### src/rtl/bitorder_pkg.sv
`default_nettype none
// ============================================================================
// Module      : bitorder_pkg
// Description : Shared types and constants for the dibit-to-byte receive
//               path: FSM state encoding, Ethernet SFD byte and preamble
//               dibit.
// Revision    : 1.0 - initial release
// ============================================================================
package bitorder_pkg;

  // Receive framing states; HUNT is only reachable when SFD stripping is built in
  typedef enum logic [1:0] {
    IDLE    = 2'd0,
    HUNT    = 2'd1,
    COLLECT = 2'd2
  } state_t;

  // Start-of-frame delimiter as an assembled byte (dibits 01,01,01,11 LSB-first)
  localparam logic [7:0] c_sfd            = 8'hD5;

  // Dibit repeated throughout the preamble
  localparam logic [1:0] c_preamble_dibit = 2'b01;

endpackage : bitorder_pkg
`default_nettype wire

### src/rtl/bitorder_in.sv
`default_nettype none
// ============================================================================
// Module      : bitorder_in
// Description : Assembles LSB-first receive dibits into bytes, closes a frame
//               after IDLE_GAP consecutive invalid cycles, flags truncated or
//               oversized frames. Optional macro BITORDER_IN_SFD_STRIP_EN adds
//               a HUNT state that discards the preamble and SFD.
// Revision    : 1.0 - initial release
// ============================================================================
module bitorder_in
  import bitorder_pkg::*;
#(
  parameter int IDLE_GAP  = 4,
  parameter int MAX_BYTES = 1522
) (
  input  logic       clk,
  input  logic       rst,
  input  logic       axiiv,
  input  logic [1:0] axiid,
  output logic       axiov,
  output logic [7:0] axiod,
  output logic       frame_done,
  output logic       err
);

  localparam int              c_bw        = $clog2(MAX_BYTES + 1);
  localparam logic [c_bw-1:0] c_max_bytes = c_bw'(MAX_BYTES);
  localparam logic [3:0]      c_gap_last  = 4'(IDLE_GAP - 1);

  state_t          r_state;
  state_t          w_state_next;
  logic [1:0]      r_cnt;     // dibits already held for the current byte
  logic [5:0]      r_part;    // up to three pending dibits, newest at the top
  logic [3:0]      r_gap;     // consecutive invalid cycles inside a frame
  logic [c_bw-1:0] r_bytes;   // saturating count of bytes emitted this frame
  logic            r_ovf;     // a byte beyond MAX_BYTES was dropped this frame

  logic            w_active;
  logic            w_take;
  logic            w_close;
  logic            w_byte;
  logic            w_emit;
  logic            w_err;

`ifdef BITORDER_IN_SFD_STRIP_EN
  logic [7:0]      r_sfd;     // last four dibits seen while hunting
  logic            w_sfd_hit;
`endif

  // Decode per-cycle events: dibit acceptance, byte completion, frame close
  always_comb begin
    w_active  = (r_state != IDLE);
    w_close   = w_active && !axiiv && (r_gap == c_gap_last);
`ifdef BITORDER_IN_SFD_STRIP_EN
    w_take    = axiiv && (r_state == COLLECT);
    w_sfd_hit = axiiv && (r_state == HUNT) && ({axiid, r_sfd[7:2]} == c_sfd);
    w_err     = w_close && ((r_cnt != 2'd0) || r_ovf || (r_state == HUNT));
`else
    // The frame's opening dibit is already d0 of the first byte
    w_take    = axiiv && ((r_state == IDLE) || (r_state == COLLECT));
    w_err     = w_close && ((r_cnt != 2'd0) || r_ovf);
`endif
    w_byte    = w_take && (r_cnt == 2'd3);
    w_emit    = w_byte && (r_bytes != c_max_bytes);
  end

  // Next-state selection for the framing FSM
  always_comb begin
    w_state_next = r_state;
    case (r_state)
      IDLE: begin
        if (axiiv) begin
`ifdef BITORDER_IN_SFD_STRIP_EN
          w_state_next = HUNT;
`else
          w_state_next = COLLECT;
`endif
        end
      end
`ifdef BITORDER_IN_SFD_STRIP_EN
      HUNT: begin
        if (w_close) begin
          w_state_next = IDLE;
        end else if (w_sfd_hit) begin
          w_state_next = COLLECT;
        end
      end
`endif
      COLLECT: begin
        if (w_close) begin
          w_state_next = IDLE;
        end
      end
      default: w_state_next = IDLE;
    endcase
  end

  // Framing state register
  always_ff @(posedge clk or negedge rst) begin
    if (!rst) begin
      r_state <= IDLE;
    end else begin
      r_state <= w_state_next;
    end
  end

  // Gap counter, dibit assembly and per-frame byte accounting
  always_ff @(posedge clk or negedge rst) begin
    if (!rst) begin
      r_gap   <= 4'd0;
      r_cnt   <= 2'd0;
      r_part  <= 6'd0;
      r_bytes <= '0;
      r_ovf   <= 1'b0;
    end else begin
      if (axiiv || w_close) begin
        r_gap <= 4'd0;
      end else if (w_active) begin
        r_gap <= r_gap + 4'd1;
      end

      if (w_close) begin
        r_cnt <= 2'd0;
      end else if (w_take) begin
        r_cnt  <= r_cnt + 2'd1;
        r_part <= {axiid, r_part[5:2]};
      end

      if (w_close) begin
        r_bytes <= '0;
        r_ovf   <= 1'b0;
      end else if (w_byte) begin
        if (r_bytes == c_max_bytes) begin
          r_ovf <= 1'b1;
        end else begin
          r_bytes <= r_bytes + c_bw'(1);
        end
      end
    end
  end

`ifdef BITORDER_IN_SFD_STRIP_EN
  // Sliding window of the last four dibits, used only to spot the SFD
  always_ff @(posedge clk or negedge rst) begin
    if (!rst) begin
      r_sfd <= 8'd0;
    end else if (w_close) begin
      r_sfd <= 8'd0;
    end else if (axiiv && ((r_state == IDLE) || (r_state == HUNT))) begin
      r_sfd <= {axiid, r_sfd[7:2]};
    end
  end
`endif

  // Registered outputs: byte strobe/data, frame close and error pulses
  always_ff @(posedge clk or negedge rst) begin
    if (!rst) begin
      axiov      <= 1'b0;
      axiod      <= 8'h00;
      frame_done <= 1'b0;
      err        <= 1'b0;
    end else begin
      axiov      <= w_emit;
      frame_done <= w_close;
      err        <= w_err;
      if (w_emit) begin
        axiod <= {axiid, r_part};
      end
    end
  end

endmodule : bitorder_in
`default_nettype wire
### config.mk
export PLATFORM = sky130hd
export DESIGN_NAME = bitorder_in
export DESIGN_NICKNAME = d
export VERILOG_FILES = /design/src/rtl/bitorder_pkg.sv /design/src/rtl/bitorder_in.sv
export SDC_FILE = /design/constraint.sdc
export NUM_CORES = 1
export LEC_CHECK = 0
export BUFFER_PORTS_ARGS = -buffer_cell sky130_fd_sc_hd__buf_2
export CAP_MARGIN = 10
export CELL_PAD_IN_SITES_DETAIL_PLACEMENT = 0
export CELL_PAD_IN_SITES_GLOBAL_PLACEMENT = 1
export CORE_MARGIN = 3
export CORE_UTILIZATION = 48
export CTS_BUF_LIST = sky130_fd_sc_hd__clkbuf_2
export CTS_CLUSTER_DIAMETER = 80
export CTS_CLUSTER_SIZE = 24
export DETAILED_ROUTE_END_ITERATION = 12
export GPL_ROUTABILITY_DRIVEN = 0
export PLACE_DENSITY_LB_ADDON = 0.1
export RECOVER_POWER = 25
export SYNTH_ARGS = -nofsm -noshare
export SYNTH_HDL_FRONTEND = slang
export SYNTH_SLANG_ARGS = --single-unit
### constraint.sdc
create_clock -name clk -period 4.2 [get_ports clk]
set_input_delay 1.05 -clock clk [delete_from_list [all_inputs] [get_ports clk]]
set_output_delay 1.05 -clock clk [all_outputs]
set_load 0.02 [all_outputs]
# Yosys cells after proc, flatten, opt, wreduce, memory -nomap -nowiden
# Cells that the tools add are included.
# totals
regBits,37
wordCells,56
inputBits,5
out_inout_bits,11
# classes
eq_ne,8
mux,13
addsub,3
bitwise,1
reduce_logical,21
# ops
cell,n
$mux W11,3
$reduce_bool A2 Y1,6
$add A11 B1 Y11 const B,1
$eq A11 B11 Y1 const B,1
$ne A11 B11 Y1 const B,1
$mux W2,4
$mux W4,2
$reduce_and A2 Y1,4
$logic_and A1 B1 Y1,6
$ne A2 B2 Y1 const B,3
$add A4 B1 Y4 const B,1
$eq A2 B2 Y1 const B,2
$eq A4 B2 Y1 const B,1
$pmux W2 S2,1
$logic_or A1 B1 Y1,3
$mux W1,3
$add A2 B1 Y2 const B,1
$logic_not A2 Y1,1
$logic_not A1 Y1,1
$not A1 Y1,1

# Longest topological paths before layout
# Gate-level depths: netlist (run 1).
# logic_depth
depth_word,6
ltp_mapped,7
ltp_nobuf,6

# Worst setup path after synthesis (run 1)
# OpenSTA, ideal clock, no wires.
# synth_path
path_kind,in2reg
startpoint,input axiiv
endpoint,register axiod[0]
setup_ns,0.125
path_stages,5
slack_ns,2.190
t_required_ns,4.075
arrival_ns,1.885
path_buffers,2
cell_sequence,buf_2 -> nand2_1 -> nor2_2 -> buf_6 -> mux2_4
# synth_via
elab_chain_cells,3
# synth_rtl
item,line,source
"start, declared",bitorder_in.sv:18,"input logic axiiv,"
$logic_and A1 B1 Y1,bitorder_in.sv:60,w_take = axiiv && ((r_state == IDLE) || (r_state == COLLECT));
$logic_and A1 B1 Y1,bitorder_in.sv:63,w_byte = w_take && (r_cnt == 2'd3);
$logic_and A1 B1 Y1,bitorder_in.sv:64,w_emit = w_byte && (r_bytes != c_max_bytes);
net w_emit,bitorder_in.sv:42,logic w_emit;
"end signal, assigned",bitorder_in.sv:167,"axiod <= {axiid, r_part};"
"end, declared",bitorder_in.sv:21,"output logic [7:0] axiod,"
# The timed path passes the listed nets, and every way through them passes these cells.
# A chain may end at the register's enable or synchronous reset.

# Worst setup path after layout (run 1)
# layout_path
startpoint,input axiiv
endpoint,register axiod[2]
# layout_via
elab_chain_cells,3
# layout_rtl
item,line
$logic_and A1 B1 Y1,bitorder_in.sv:60
$logic_and A1 B1 Y1,bitorder_in.sv:63
$logic_and A1 B1 Y1,bitorder_in.sv:64
# Every way passes these cells.

==> results of run 1 <==
cell type report:
cell class / count / area, um2
well taps: 44 / 55.05
clock buffers: 5 / 25.02
flip-flops and latches: 36 / 900.9
clock inverters: 3 / 13.76
repair buffers: 15 / 72.57
inverters: 6 / 22.52
fillers: 273 / 1361
multi-input cells: 89 / 676.9
layout by cell type (no fill, tap or decap):
cell type | Yosys | routed
xor2_1 | 5 | 5
a21oi_1 | 6 | 6
or3_1 | 2 | 2
and4_1 | 1 | 1
dfrtp_1 | 36 | 36
nor2_2 | 1 | 1
nand4b_1 | 1 | 1
ha_1 | 5 | 5
nor3_1 | 1 | 1
mux2i_1 | 3 | 3
nand3_2 | 1 | 1
xnor2_1 | 2 | 2
or3b_2 | 1 | 1
nand3_1 | 5 | 5
o21ai_0 | 4 | 4
nand4bb_1 | 1 | 1
mux2_4 | 7 | 7
clkinv_2 | 0 | 2
mux2_2 | 8 | 8
nand2_1 | 14 | 14
or3_4 | 1 | 1
nand4_1 | 6 | 6
inv_2 | 1 | 1
clkbuf_1 | 0 | 2
clkbuf_2 | 0 | 5
nand2b_1 | 2 | 2
nor2_1 | 9 | 9
nor4_1 | 1 | 1
inv_1 | 5 | 5
clkinv_1 | 0 | 1
and3_1 | 1 | 1
nor4_4 | 1 | 1
buf_2 | 1 | 13
cell usage after synthesis (all sizes together):
| cell type | n | area share |
|---|---|---|
| nand3 | 6 | 0.022 |
| o21ai | 4 | 0.012 |
| or3b | 1 | 0.0054 |
| nand2b | 2 | 0.0077 |
| mux2i | 3 | 0.019 |
| and4 | 1 | 0.0054 |
| nand4bb | 1 | 0.0069 |
| or3 | 3 | 0.015 |
| nand4b | 1 | 0.0054 |
| nand2 | 14 | 0.032 |
| buf | 3 | 0.012 |
| nand4 | 6 | 0.023 |
| nor3 | 1 | 0.0031 |
| inv | 6 | 0.014 |
| a21oi | 6 | 0.019 |
| and3 | 1 | 0.0039 |
| dfrtp | 36 | 0.56 |
| mux2 | 15 | 0.12 |
| nor2 | 10 | 0.025 |
| nor4 | 2 | 0.017 |
| xnor2 | 2 | 0.011 |
| xor2 | 5 | 0.027 |
| ha | 5 | 0.039 |
where the power goes:
part	internal, mW	switching, mW
sequential	0.430	0.0638
combinational	0.142	0.158
clock	0.0373	0.112
total	0.610	0.334
worst max-delay path, stage by stage:
cell and delay [ns]:
clkbuf_1 0.62, nand2_1 0.14, nor2_2 0.61, mux2_2 0.40
cell families (layout without fill, tap and decap cells):
family	count (synthesis)	count (layout)	synth area share
flops	36	36	0.5560
simple gates	49	49	0.1714
mux	18	18	0.1390
fa+ha+maj	5	5	0.03861
compound gates	10	10	0.03089
buf+inv	9	29	0.02625
xor+xnor	7	7	0.03784
layer usage:
| metal | track usage | part of all wire | up-vias |
|---|---|---|---|
| li1 | - | - | 499 |
| met1 | 0.1917 | 0.47 | 514 |
| met2 | 0.2529 | 0.47 | 15 |
| met3 | 0.05800 | 0.041 | 6 |
| met4 | 0.06332 | 0.018 | 0 |
| met5 | 0 | 0 | - |
registers in the layout (all words and copies together), names as in the netlist:
| name | count |
|---|---|
| r_bytes | 11 |
| axiod | 8 |
| r_part | 6 |
| r_gap | 4 |
| r_cnt | 2 |
| axiov | 1 |
| err | 1 |
| frame_done | 1 |
| r_ovf | 1 |
| r_state | 1 |
through the flow:
step / hold slack [ns] / util / instance area (um2) / setup WS [ns]
finish: 0.4936 / 0.5648 / 1767 / 1.666
floorplan: 0.4449 / - / 1620 / 2.190
global route: 0.4987 / 0.5648 / 1767 / 1.580
detailed placement: 0.4726 / 0.5532 / 1730 / 1.600
global placement: 0.4694 / 0.5532 / 1730 / 1.630
CTS: 0.4938 / 0.5656 / 1769 / 2.042
worst max path at each step:
stage	start	end	slack, ns	cells past startpoint
after floorplan	axiiv	axiod[0]$_DFFE_PN0P_	2.19	5
after global placement	axiiv	axiod[2]$_DFFE_PN0P_	1.63	4
after detailed placement	axiiv	axiod[2]$_DFFE_PN0P_	1.60	4
after CTS	axiiv	axiod[2]$_DFFE_PN0P_	2.04	4
after global routing	axiiv	axiod[2]$_DFFE_PN0P_	1.58	4
final	axiiv	axiod[2]$_DFFE_PN0P_	1.67	4
==> key figures, run 1 <==
Run status
  • Status: finished, violations left
  • Failing checks: max-capacitance violations, max-slew violations

Floorplan
  • Die area: 4109 um2
  • Site row count: 20
  • Core area: 3128 um2
  • Starting Density: 0.5180
  • Die Width: 64.10 um
  • I/O pin cnt: 16
  • Die Y: 64.10 um

Critical path
  • Register-to-register setup slack: 2.23 ns
  • CP endpoint kind: register
  • Worst Reg-to-Reg Cells: 6
  • Max FO, Critical Path: 19
  • Data arrival, critical path: 2.83 ns
  • Origin of the critical flop-to-flop path: r_bytes[0]$_DFFE_PN0P_
  • Worst setup SP type: input port
  • Kind of critical path: in -> reg
  • CP Data Required Time: 4.49 ns
  • Reg-to-Reg End: axiod[2]$_DFFE_PN0P_

Yosys
  • Syn Inst Count: 134
  • Syn Std Cell Area: 1620 um2
  • Yosys warnings: 0
  • Netlist cell types: 31
  • Yosys reg bits: 36
  • Mapped Nets: 144
  • Post-synthesis sequential area ratio: 0.5560
  • Syn Area/Cell: 12.09 um2

Min path
  • Hold depth: 1
  • Hold path startpoint: r_bytes[10]$_DFFE_PN0P_
  • End of the worst hold path: r_bytes[10]$_DFFE_PN0P_
  • HP Class: reg -> reg

Power and ir drop
  • Pwr Total: 0.9435 mW
  • Maximum vdd drop: 0.3292 mV
  • P_leak: 0.8321 nW
  • Power per Cell Area: 534.1 nW/um2

Detailed routing
  • Routed WL: 2712 um
  • Vias: 1034
  • DRT antenna net count: 0
  • Drt wl/cell: 13.70 um
  • Remaining DRCs: 0
  • Drt pass-1 iters: 4
  • 1st-iter DRT viols: 66
  • Via/cell ratio: 5.222

Clock network
  • Postcts setup bufs: 0
  • Clock buffer depth: 2
  • CTS clk-pin slew, worst paths: 0.18 ns
  • CTS Hold Bufs: 0
  • Clock Latency Late Sink: 0.38 ns
  • CTS tree: yes
  • H-Tree Depth: 2
  • CTS buffer count: 5
  • Post-cts gate resize count: 0
  • Root Buffer: clkbuf_2
  • Clock tree sinks: 36

Timing
  • Slew HR: -0.2437
  • Period Utilization, post-route: 0.6034
  • Period minus WS final: 2.534 ns
  • Fmax: 394.6 MHz
  • Max Slew Vio Count: 37
  • Clock Skew: 0.01011 ns
  • Worst slew pin tran: 1.865 ns
  • RSZ-0062 raised after global routing: false
  • Sum Neg Setup Slack: 0 ns
  • Final setup viols: 0
  • Final hold viol count: 0

Placed design
  • Port Buf Inserts: 15
  • DP HPWL: 1863 um
  • Placed insts: 190

Global route
  • Tot GR Track Use: 0.1575
  • First-pass GRT wire length: 4961 um
  • Grt ovf: 0
  • Largest net degree at the start of global routing: 37
  • Number of global-route vias before repair: 1092
  • Initial antenna violation count: 0

Job
  • Max Cap Viol: 1

Cells and area
  • Proportion of layout cells with a drive suffix above 1: 0.2662
  • Fin nets: 163
  • Antenna cell count: 0
  • Fin cells: 198
  • Layout area overhead: 9.034%
Power figures use the tool's default switching activity.
==> run 2, diff against run 1 <==
--- a/config.mk
+++ b/config.mk
@@ -5,12 +5,13 @@
 export SDC_FILE = /design/constraint.sdc
 export NUM_CORES = 1
 export LEC_CHECK = 0
+export ABC_AREA = 1
 export BUFFER_PORTS_ARGS = -buffer_cell sky130_fd_sc_hd__buf_2
 export CAP_MARGIN = 10
 export CELL_PAD_IN_SITES_DETAIL_PLACEMENT = 0
 export CELL_PAD_IN_SITES_GLOBAL_PLACEMENT = 1
 export CORE_MARGIN = 3
-export CORE_UTILIZATION = 48
+export CORE_UTILIZATION = 41
 export CTS_BUF_LIST = sky130_fd_sc_hd__clkbuf_2
 export CTS_CLUSTER_DIAMETER = 80
 export CTS_CLUSTER_SIZE = 24
==> constraint.sdc (replaced) <==
create_clock -name clk -period 2.08 [get_ports clk]
set_input_delay 0.52 -clock clk [delete_from_list [all_inputs] [get_ports clk]]
set_output_delay 0.52 -clock clk [all_outputs]
set_load 0.02 [all_outputs]
==> key figures, run 2 <==
Run status
  • Status: complete, no violations

Global route
  • Grt met1 use: 0.1973 (+0.005551)
  • Initial antenna violation count: 0 (unchanged)
  • Met3 track demand over resource: 0.02945 (-0.02854)
  • Largest net degree at the start of global routing: 37 (unchanged)
  • Number of global-route vias before repair: 1353 (+24%)
  • Met2 GRT Util: 0.2276 (-0.02535)
  • First-pass GRT wire length: 5996 um (+21%)
  • Grt ovf: 0 (unchanged)
  • GR peak layer: met2
  • Tot GR Track Use: 0.1505 (-0.007065)

Floorplan
  • Die area: 5076 um2 (+24%)
  • I/O pin cnt: 16 (unchanged)
  • Core area: 4058 um2 (+30%)
  • Site row count: 23 (+15%)
  • Die Width: 71.25 um (+11%)
  • Die Y: 71.25 um (+11%)
  • Starting Density: 0.4302 (-0.08784)

Cells and area
  • Proportion of layout cells with a drive suffix above 1: 0.1806 (-0.08562)
  • Layout area overhead: 10.54%
  • Most common cell after layout, fill and taps aside: nand2_1
  • Fillers: 406 (+49%)
  • Fin nets: 236 (+45%)
  • Finished Core Util: 0.4755 (-0.08931)
  • Register Area: 900.9 um2 (unchanged)
  • Most flops, register: r_bytes
  • Antenna cell count: 0 (unchanged)
  • Commonest non-fill, non-tap cells in the layout: nand2_1 (58), dfrtp_1 (36), inv_1 (21)
  • Multi-input logic area: 715.7 um2 (+5.7%)
  • Biggest regs: r_bytes x11, axiod x8, r_part x6
  • Fin cells: 277 (+40%)
  • Max reg flops: 11 (unchanged)
  • Final Instance Area: 1929 um2 (+9.2%)

Yosys
  • Synth Area in XOR/XNOR: 0.02509 (-0.01275)
  • Asr flop ratio synth: 1.000 (unchanged)
  • Largest family of logic cells by synthesized area: simple AND/OR/NAND/NOR gates
  • Syn Std Cell Area: 1745 um2 (+7.7%)
  • Mapped Nets: 216 (+50%)
  • Netlist cell types: 26 (-16%)
  • Yosys reg bits: 36 (unchanged)
  • Yosys warnings: 0 (unchanged)
  • Commonest cells post-synth: nand2_1 (58), dfrtp_1 (36), inv_1 (21)
  • Simple-gate area share of the yosys netlist: 0.2552 (+0.08377)
  • Most common cell in the synthesized netlist: nand2_1
  • Synth top area share: 0.5161 (-0.03986)
  • Syn Inst Count: 206 (+54%)
  • Syn Area/Cell: 8.473 um2 (-30%)
  • Post-Synth Adder-Cell Area: 0.03584 (-0.002768)
  • Largest cells by area after synthesis: dfrtp_1 (52%), nand2_1 (12%), inv_1 (4.5%)
  • Post-synthesis mux area share: 0 (-0.1390)
  • Synth Flop Type: dfrtp_1
  • Compound-Gate Fraction of Synth Area: 0.09391 (+0.06302)
  • Post-synth EDFFs: 0 (unchanged)
  • Cell taking the most area after synthesis: dfrtp_1
  • Post-synthesis sequential area ratio: 0.5161 (-0.03986)

Detailed routing
  • Drt pass-1 iters: 4 (unchanged)
  • Routed WL: 3385 um (+25%)
  • Remaining DRCs: 0 (unchanged)
  • Vias: 1350 (+31%)
  • 1st-iter DRT viols: 77 (+17%)
  • Via/cell ratio: 4.874 (-6.7%)
  • Drt wl/cell: 12.22 um (-11%)
  • DRT antenna net count: 0 (unchanged)

Timing
  • Period Utilization, post-route: 0.7924
  • Max Slew Vio Count: 0 (-100%)
  • Clock Skew: 0.02682 ns (+0.01670 ns)
  • Period minus WS final: 1.648 ns
  • Fmax: 606.8 MHz
  • Final hold viol count: 0 (unchanged)
  • Slew HR: 0.4008 (+0.6445)
  • Worst slew pin tran: 0.8988 ns (-0.9667 ns)
  • RSZ-0062 raised after global routing: false
  • Sum Neg Setup Slack: 0 ns (unchanged)
  • Final setup viols: 0 (unchanged)

Placed design
  • Port Buf Inserts: 15 (unchanged)
  • DP HPWL: 2420 um (+30%)
  • Area post-placement: 1867 um2 (+7.9%)
  • Placed insts: 269 (+42%)

Power and ir drop
  • P_leak: 0.9896 nW (+19%)
  • Maximum vdd drop: 0.6564 mV (+99%)
  • Combinational power share: 0.274 (-0.043)
  • Flop pwr share: 0.502 (-0.022)
  • Sw Share: 0.3577 (+0.003933)
  • Clock share of power: 0.224 (+0.065)
  • Power per Cell Area: 1019 nW/um2 (+91%)
  • Sw power: 0.7034 mW (+110%)
  • Pint: 1.263 mW (+110%)

Clock network
  • Root Buffer: clkbuf_2
  • CTS clk-pin slew, worst paths: 0.19 ns (about the same)
  • CTS tree: yes
  • Post-cts gate resize count: 0 (unchanged)
  • Postcts setup bufs: 0 (unchanged)
  • H-Tree Depth: 2 (unchanged)
  • Clock Latency Late Sink: 0.38 ns (about the same)
  • CTS buffer count: 5 (unchanged)
  • Clock tree sinks: 36 (unchanged)
  • CTS Hold Bufs: 0 (unchanged)
  • Clock buffer depth: 2 (unchanged)

Critical path
  • Max FO, Critical Path: 7 (-12)
  • Origin of the critical flop-to-flop path: r_bytes[0]$_DFFE_PN0P_
  • Reg-to-Reg End: r_bytes[9]$_DFFE_PN0P_
  • Worst setup SP type: register
  • Kind of critical path: reg -> reg
  • CP Data Required Time: 2.42 ns (-2.07 ns)
  • End point of the critical path: r_bytes[9]$_DFFE_PN0P_
  • Worst setup path start: r_bytes[0]$_DFFE_PN0P_
  • Data arrival, critical path: 1.99 ns (-0.84 ns)
  • Register-to-register setup slack: 0.43 ns (-1.80 ns)
  • Worst Reg-to-Reg Cells: 9 (+3)
  • CP endpoint kind: register

Min path
  • HP Class: in -> async

Job
  • Max Cap Viol: 0 (-1)
-- run 2: cell count changes in the layout (fill, tap and decap cells not counted), sizes merged, moves of 4 or more --
cell,before,now
inv,6,24
nor2,10,18
buf,13,17
nand3,6,15
mux2,15,0
o21ai,4,26
nand2,14,62
-- run 2: power groups by stage --
stage	combinational (mW)	clock (mW)	sequential, mW
final	0.539	0.439	0.987
after global routing	0.631	0.482	1.02
after CTS	0.552	0.457	0.991
after detailed placement	0.550	0	1.00
after global placement	0.541	0	1.00
after floorplan	0.302	0	1.08
-- run 2: layout make-up --
class                      instances  share of cell area
clock inverter                     2             0.01816
tap                               50             0.03243
multi-input combinational        141              0.3709
clock buffer                       6             0.01556
inverter                          24             0.04669
sequential                        36              0.4669
timing repair buffer              18             0.04929
-- run 2: worst max-delay path, stage by stage (launching register included) --
cell and delay [ns]:
dfrtp_1 0.50, inv_1 0.07, ha_1 0.22, nand2_1 0.07, inv_1 0.04, nand3_2 0.09, nor2_1 0.06, nor2_1 0.33
nand4_1 0.13, nand2_1 0.09
-- run 2: metrics by stage --
step	power [mW]	hold WS [ns]	setup slack [ns]
6_report	1.966	0.2953	0.4319
5_1_grt	2.133	0.3180	0.2016
4_1_cts	2.000	0.1377	0.3815
3_5_place_dp	1.555	0.4636	0.3347
3_3_place_gp	1.544	0.4593	0.3937
2_1_floorplan	1.378	0.2244	0.6747
-- run 2: layer usage --
layer  part of all wire  vias up  wire, um
met4              0.026        0        89
met3              0.032       10       107
met5                  0        -         0
met2               0.46       23      1542
li1                   -      692         -
met1               0.49      625      1645
-- run 2: worst min path at each step --
stage / cells after the start / startpoint / slack [ns] / end
floorplan: 0 / rst / 0.22 / axiod[0]$_DFFE_PN0P_
global placement: 2 / axiod[7]$_DFFE_PN0P_ / 0.46 / axiod[7]$_DFFE_PN0P_
detailed placement: 2 / axiod[7]$_DFFE_PN0P_ / 0.46 / axiod[7]$_DFFE_PN0P_
CTS: 2 / rst / 0.14 / r_bytes[2]$_DFFE_PN0P_
global route: 3 / axiid[1] / 0.32 / axiod[7]$_DFFE_PN0P_
finish: 2 / rst / 0.30 / r_bytes[4]$_DFFE_PN0P_
-- run 2: cells by family (layout without fill, tap and decap cells) --
family          after synthesis  after routing
compound gates               30             30
xor+xnor                      5              5
fa+ha+maj                     5              5
buf+inv                      29             50
flops                        36             36
simple gates                101            101
